==> config.mk <==
export PLATFORM = sky130hd
export DESIGN_NAME = buf_share_arbiter
export DESIGN_NICKNAME = d
export VERILOG_FILES = /design/src/rtl/buf_share_arbiter.sv
export SDC_FILE = /design/constraint.sdc
export NUM_CORES = 1
export LEC_CHECK = 0
export CORE_MARGIN = 5
export CORE_UTILIZATION = 35
export DETAILED_ROUTE_END_ITERATION = 10
export PLACE_DENSITY_LB_ADDON = 0.2
export REMOVE_ABC_BUFFERS = 1
export SLEW_MARGIN = 20
export SYNTH_ARGS = -nofsm -noshare
export SYNTH_HDL_FRONTEND = slang
export SYNTH_SLANG_ARGS = --single-unit
==> constraint.sdc <==
create_clock -name CLK -period 3.6 [get_ports CLK]
set_clock_uncertainty 0.05 [all_clocks]
set_input_delay 1.08 -clock CLK [delete_from_list [all_inputs] [get_ports CLK]]
set_output_delay 1.08 -clock CLK [all_outputs]
set_load 0.02 [all_outputs]
==> src/rtl/buf_share_arbiter.sv <==
// Round-robin arbiter sharing one registered WIDTH-bit output buffer among N valid/ready requesters.
// Optional macro BUF_SHARE_IDLE_VALUE_EN drives IDLE_VALUE on O while the buffer is empty.
module buf_share_arbiter #(
  parameter int unsigned N          = 4,
  parameter int unsigned WIDTH      = 2,
  parameter int unsigned IDLE_VALUE = 1,
  localparam int unsigned PW        = (N > 1) ? $clog2(N) : 1
) (
  input  logic                 CLK,
  input  logic                 RESET,
  input  logic [N-1:0]         I_valid,
  input  logic [N*WIDTH-1:0]   I_data,
  output logic [N-1:0]         I_ready,
  output logic [WIDTH-1:0]     O,
  output logic                 O_valid,
  input  logic                 O_ready,
  output logic [PW-1:0]        grant_id
);

`ifdef BUF_SHARE_IDLE_VALUE_EN
  localparam bit IDLE_EN = 1'b1;
`else
  localparam bit IDLE_EN = 1'b0;
`endif

  // Empty-buffer value of the data register; also the constant idle source when enabled.
  localparam logic [WIDTH-1:0] RST_DATA = IDLE_EN ? WIDTH'(IDLE_VALUE) : '0;

  typedef enum logic {
    EMPTY = 1'b0,
    FULL  = 1'b1
  } state_e;

  state_e            state_q, state_d;
  logic [WIDTH-1:0]  data_q, data_d;
  logic [PW-1:0]     gid_q, gid_d;
  logic [PW-1:0]     ptr_q, ptr_d;

  logic              can_accept;
  logic              found;
  logic              xfer;
  logic [PW-1:0]     win;
  logic [WIDTH-1:0]  win_data;
  int unsigned       idx;

  always_ff @(posedge CLK) begin
    if (RESET) begin
      state_q <= EMPTY;
      data_q  <= RST_DATA;
      gid_q   <= '0;
      ptr_q   <= '0;
    end else begin
      state_q <= state_d;
      data_q  <= data_d;
      gid_q   <= gid_d;
      ptr_q   <= ptr_d;
    end
  end

  // Arbitration, handshake and next-state logic.
  always_comb begin
    state_d    = state_q;
    data_d     = data_q;
    gid_d      = gid_q;
    ptr_d      = ptr_q;
    I_ready    = '0;
    found      = 1'b0;
    win        = '0;
    win_data   = '0;
    idx        = 0;
    can_accept = (state_q == EMPTY) || O_ready;

    // First valid requester at or after ptr, wrapping modulo N.
    for (int unsigned i = 0; i < N; i++) begin
      idx = 32'(ptr_q) + i;
      if (idx >= N) begin
        idx = idx - N;
      end
      if (!found && I_valid[PW'(idx)]) begin
        found = 1'b1;
        win   = PW'(idx);
      end
    end

    for (int unsigned k = 0; k < N; k++) begin
      if (win == PW'(k)) begin
        win_data = I_data[k*WIDTH +: WIDTH];
      end
    end

    xfer = found && can_accept && !RESET;

    if (xfer) begin
      I_ready = N'(1) << win;
      state_d = FULL;
      data_d  = win_data;
      gid_d   = win;
      ptr_d   = (win == PW'(N - 1)) ? '0 : win + PW'(1);
    end else if ((state_q == FULL) && O_ready) begin
      state_d = EMPTY;
    end
  end

  assign O_valid  = (state_q == FULL);
  assign grant_id = gid_q;

`ifdef BUF_SHARE_IDLE_VALUE_EN
  assign O = O_valid ? data_q : RST_DATA;
`else
  assign O = data_q;
`endif

endmodule

# Word-level counts from Yosys, hierarchy flattened
# Cells that the tools add are included.
# W data, S select, Z words.
[op_classes] muxes=28 n_reduce_logical=13 n_lt_le_gt_ge=8 shifts=1 eq_ne=3 addsub=8 bitwise=1
[ops] op="$mux W2" count=13
[ops] op="$lt A2 B3 Y1 const B" count=4
[ops] op="$mux W1" count=10
[ops] op="$ge A3 B3 Y1 const B" count=3
[ops] op="$bmux W1 S2" count=4
[ops] op="$sub A2 B1 Y2 const B" count=4
[ops] op="$add A2 B2 Y3 const B" count=2
[ops] op="$logic_and A1 B1 Y1" count=6
[ops] op="$eq A2 B2 Y1 const B" count=2
[ops] op="$logic_not A1 Y1" count=4
[ops] op="$mux W4" count=1
[ops] op="$shl A1 B2 Y4 const A" count=1
[ops] op="$add A2 B1 Y3 const B" count=1
[ops] op="$ge A2 B3 Y1 const B" count=1
[ops] op="$add A2 B1 Y2 const B" count=1
[ops] op="$eq A2 B1 Y1 const B" count=1
[ops] op="$logic_not A2 Y1" count=1
[ops] op="$reduce_bool A2 Y1" count=1
[ops] op="$logic_or A1 B1 Y1" count=1
[ops] op="$not A1 Y1" count=1
[totals] regBits=7 inputBits=15 output_inout_bits=9

# Logic depth before layout (Yosys ltp)
[logic_depth] ltp_word=19 depth_mapped=9

# Least setup slack after synthesis
# OpenSTA, ideal clock, no wires.
[synth_path] path_type="input -> output" startpoint="input port I_valid[3]" endpoint="output port I_ready[2]" arrival_time_ps=2175 t_required_ps=2470 setup_slack_ps=295 path_stages=6 path_cell_list="nand2b_1 a21oi_1 nor4_1 inv_1 ha_1 and2_1"
[synth_via] word_cells_on_any_way=26 cone_classes="shift: 1; mux: 17; reduce/logical: 8"
[synth_lines] element="start, declared" line="11" text="input logic [N-1:0] I_valid,"
[synth_lines] element="$bmux W1 S2" line="79" text="if (!found && I_valid[PW'(idx)]) begin"
[synth_lines] element="$mux W1 (implied by the code)" line="79"
[synth_lines] element="$mux W1" line="79"
[synth_lines] element="$logic_not A1 Y1" line="79"
[synth_lines] element="$logic_and A1 B1 Y1" line="79"
[synth_lines] element="$mux W1" line="79"
[synth_lines] element="$logic_not A1 Y1" line="79"
[synth_lines] element="$logic_and A1 B1 Y1" line="79"
[synth_lines] element="$mux W1" line="79"
[synth_lines] element="$logic_not A1 Y1" line="79"
[synth_lines] element="$logic_and A1 B1 Y1" line="79"
[synth_lines] element="$mux W2 *" line="79"
[synth_lines] element="net win[0]" line="42" text="logic [PW-1:0] win;"
[synth_lines] element="$shl A1 B2 Y4 *" line="94" text="I_ready = N'(1) << win;"
[synth_lines] element="$mux W4 *" line="93" text="if (xfer) begin"
[synth_lines] element="end, declared" line="13" text="output logic [N-1:0] I_ready,"
# The timed path passes the listed nets; every way through them passes the cells marked *. The select of a mux whose other input is x is not followed.

# Worst setup path after layout
[layout_path] startpoint="input port I_valid[3]" endpoint="output port I_ready[0]"
# The elaborated chain is that of the path after synthesis.

==> impl_results.md <==
* Kind of critical path: primary input to output pin
* Drt drc at 0
* Critical Path End Type: output pin
* Nets at 121
* #FFs+latches synth at 7
* Count leader, synth: a21oi_1
* Root Driver: clkbuf_4
* Maxcap violations at 0
* Period utilisation layout at 0.974
* Dominant cells by area after synthesis: dfxtp_1 (28%), a21oi_1 (13%), ha_1 (10%)
* Worst-path clk slew at 0.05 ns
* Worst vdd rail ir drop at 0.233 mV
* Ys async rst share at 0
* Yosys warning count at 0
* Relative slew slack at 0.808
* Ys flop type: dfxtp_1
* Starting Density at 0.377
* Vias in the first global route at 547
* Final HPWL DP at 1030 um
* Final Hold Viols at 0
* Top cells by count, synth: a21oi_1 (13), dfxtp_1 (7), inv_1 (6), nand2_1 (6)
* Seq/Total Area, Yosys at 0.282
* Max incr delay on CP at 0.25 ns
* DP Area at 825 um2
* Avg Cell Area, Syn at 7.88 um2
* Area of the mapped netlist at 497 um2
* First-pass GRT wire length at 2040 um
* Antenna violations before repair at 0
* Core ar. at 0.00132 mm2
* Routed wire per std cell at 11.0 um
* Least-Margin Pin Slew at 0.287 ns
* Peak Freq at 285 MHz
* Top cell type's share of synthesized area at 0.282
* Largest net degree at the start of global routing at 11
* Die height at 47.7 um
* Critical path's top delay family: buffers and inverters
* Worst-Skew Late Latency at 0.26 ns
* RSZ-0062 raised after global routing: no
* Crit-path max FO at 4
* DR vias/cell at 4.78
* Drt initial violations at 4
* TritonCTS buffer count at 3
* Post-synth cell types at 22
* Post-route ant nets at 0
* CP max stage cell: nor4_1
* IO Count at 24
* Hold Buf Count CTS at 0
* Worst Path Required at 2.47 ns
* Fin util at 0.627
* Final GP Congestion at 0.745
* Critical Path Stages at 9
* Critical Path Source Type: primary input
* Tightest Hold Check Type: register to register
* GR Overflow Total at 0
* Initial DRT Pass Iterations at 3
* ANT cells at 0
* IO buf count at 23
* Finished Cell Area at 826 um2
* Routed vias at 554
* Crit path DAT at 2.38 ns
* Area grow syn2layout at 66.2%
* Power density cells at 399 mW/mm2
* Overall die width at 47.7 um
* EDFF count, synth at 0
* Row count at 13
* Max-slew violations at 0
* Share of cells above drive strength 1 at 0.257
* Postcts setup bufs at 0
* Final WL at 1280 um
* Status: finished clean
* Critical Path, Cell by Cell: buf_2 -> nand2b_1 -> a21oi_1 -> nor4_1 -> buf_4 -> inv_1 -> ha_1 -> and2_1 -> buf_4
* Final setup fails at 0
* H-tree levels at 1
* CTS sink count at 7
* Post-route minimum period at 3.51 ns
* Worst Reg-to-Reg Cells at 11
* Cell taking the most area after synthesis: dfxtp_1
* Most frequent cell on the critical path: buf_4
* CTS max path bufs at 2
* GR Util All Layers at 0.128
* CTS tree: built
* WP buf/inv at 4
* Die ar. at 0.00227 mm2
* Power, Total at 330 uW
* Filler instances at 112
* Leak at 0.000394 uW
* Hold Path Depth at 2
* Cells after synthesis at 63
## tightest hold or removal path, cell delays in order (launching register included)
cell,delay [ns]
dfxtp_1,0.31
nand2_1,0.05
mux2i_1,0.05
## metal layers
layer	GRT usage	wire length [um]	vias up
met4	0.0806	34	0
met3	0.0263	136	3
met1	0.132	520	238
li1	-	-	294
met5	0	0	-
met2	0.233	588	19
## power by group
| part | internal, uW | switching (uW) | total (uW) |
|---|---|---|---|
| sequential | 90.7 | 9.98 | 101 |
| clock | 42.4 | 30.7 | 73.1 |
| combinational | 83.0 | 73.1 | 156 |
## cells in the final DEF, fill, tap and decap left out, drive strengths merged
master / instances
a21oi: 13
a21o: 1
nand2b: 2
clkdlybuf4s50: 15
dfxtp: 7
o22ai: 1
and2: 4
o211ai: 1
mux2i: 2
nor4: 2
clkdlybuf4s15: 1
clkbuf: 5
nor3: 2
o21a: 1
buf: 18
nor2: 3
ha: 4
inv: 6
nor3b: 1
o21ai: 2
a22oi: 2
nor2b: 2
nand2: 6
## cells by family (layout without fill, tap and decap cells)
logic type,after synthesis,count (layout),synth area share
mux,2,2,0.0403
fa+ha+maj,4,4,0.101
flops,7,7,0.282
buf+inv,7,45,0.0680
simple gates,22,22,0.270
compound gates,21,21,0.239
## final timing paths
check | startpoint | end | slack (ns)
max reg2reg | ptr_q[1] | O[0] | 1.48
min reg2reg | grant_id[1] | grant_id[1] | 0.41
max | I_valid[3] | I_ready[0] | 0.09
min | grant_id[1] | grant_id[1] | 0.41
## state kept, by name (all words and copies together) (netlist names)
name / count
grant_id: 2
O_valid: 1
ptr_q: 2
O: 2
## final cells by class
class,count,area (um2),share of cell area
Clock buffer,4,26.3,0.0318
Timing Repair Buffer,35,289,0.350
Multi-Input combinational cell,49,329,0.398
Tap cell,15,18.8,0.0227
Inverter,6,22.5,0.0273
Sequential cell,7,140,0.170
## through the flow
step                setup slack (ns)  TNS (ns)  std cells  hold slack, ns
floorplan                      0.295         0         62           0.464
global placement              -0.736     -2.84        112           0.409
detailed placement            -0.757     -2.94        112           0.410
CTS                          0.00563         0        116           0.419
global route                  0.0124         0        116           0.437
finish                        0.0932         0        116           0.412
## what timing repair did
action,in CTS,in global routing
pin swaps,2,1
endpoints found under the setup margin,4,4
resized for setup,30,2
Note: power is estimated with default switching activity, not from simulation.
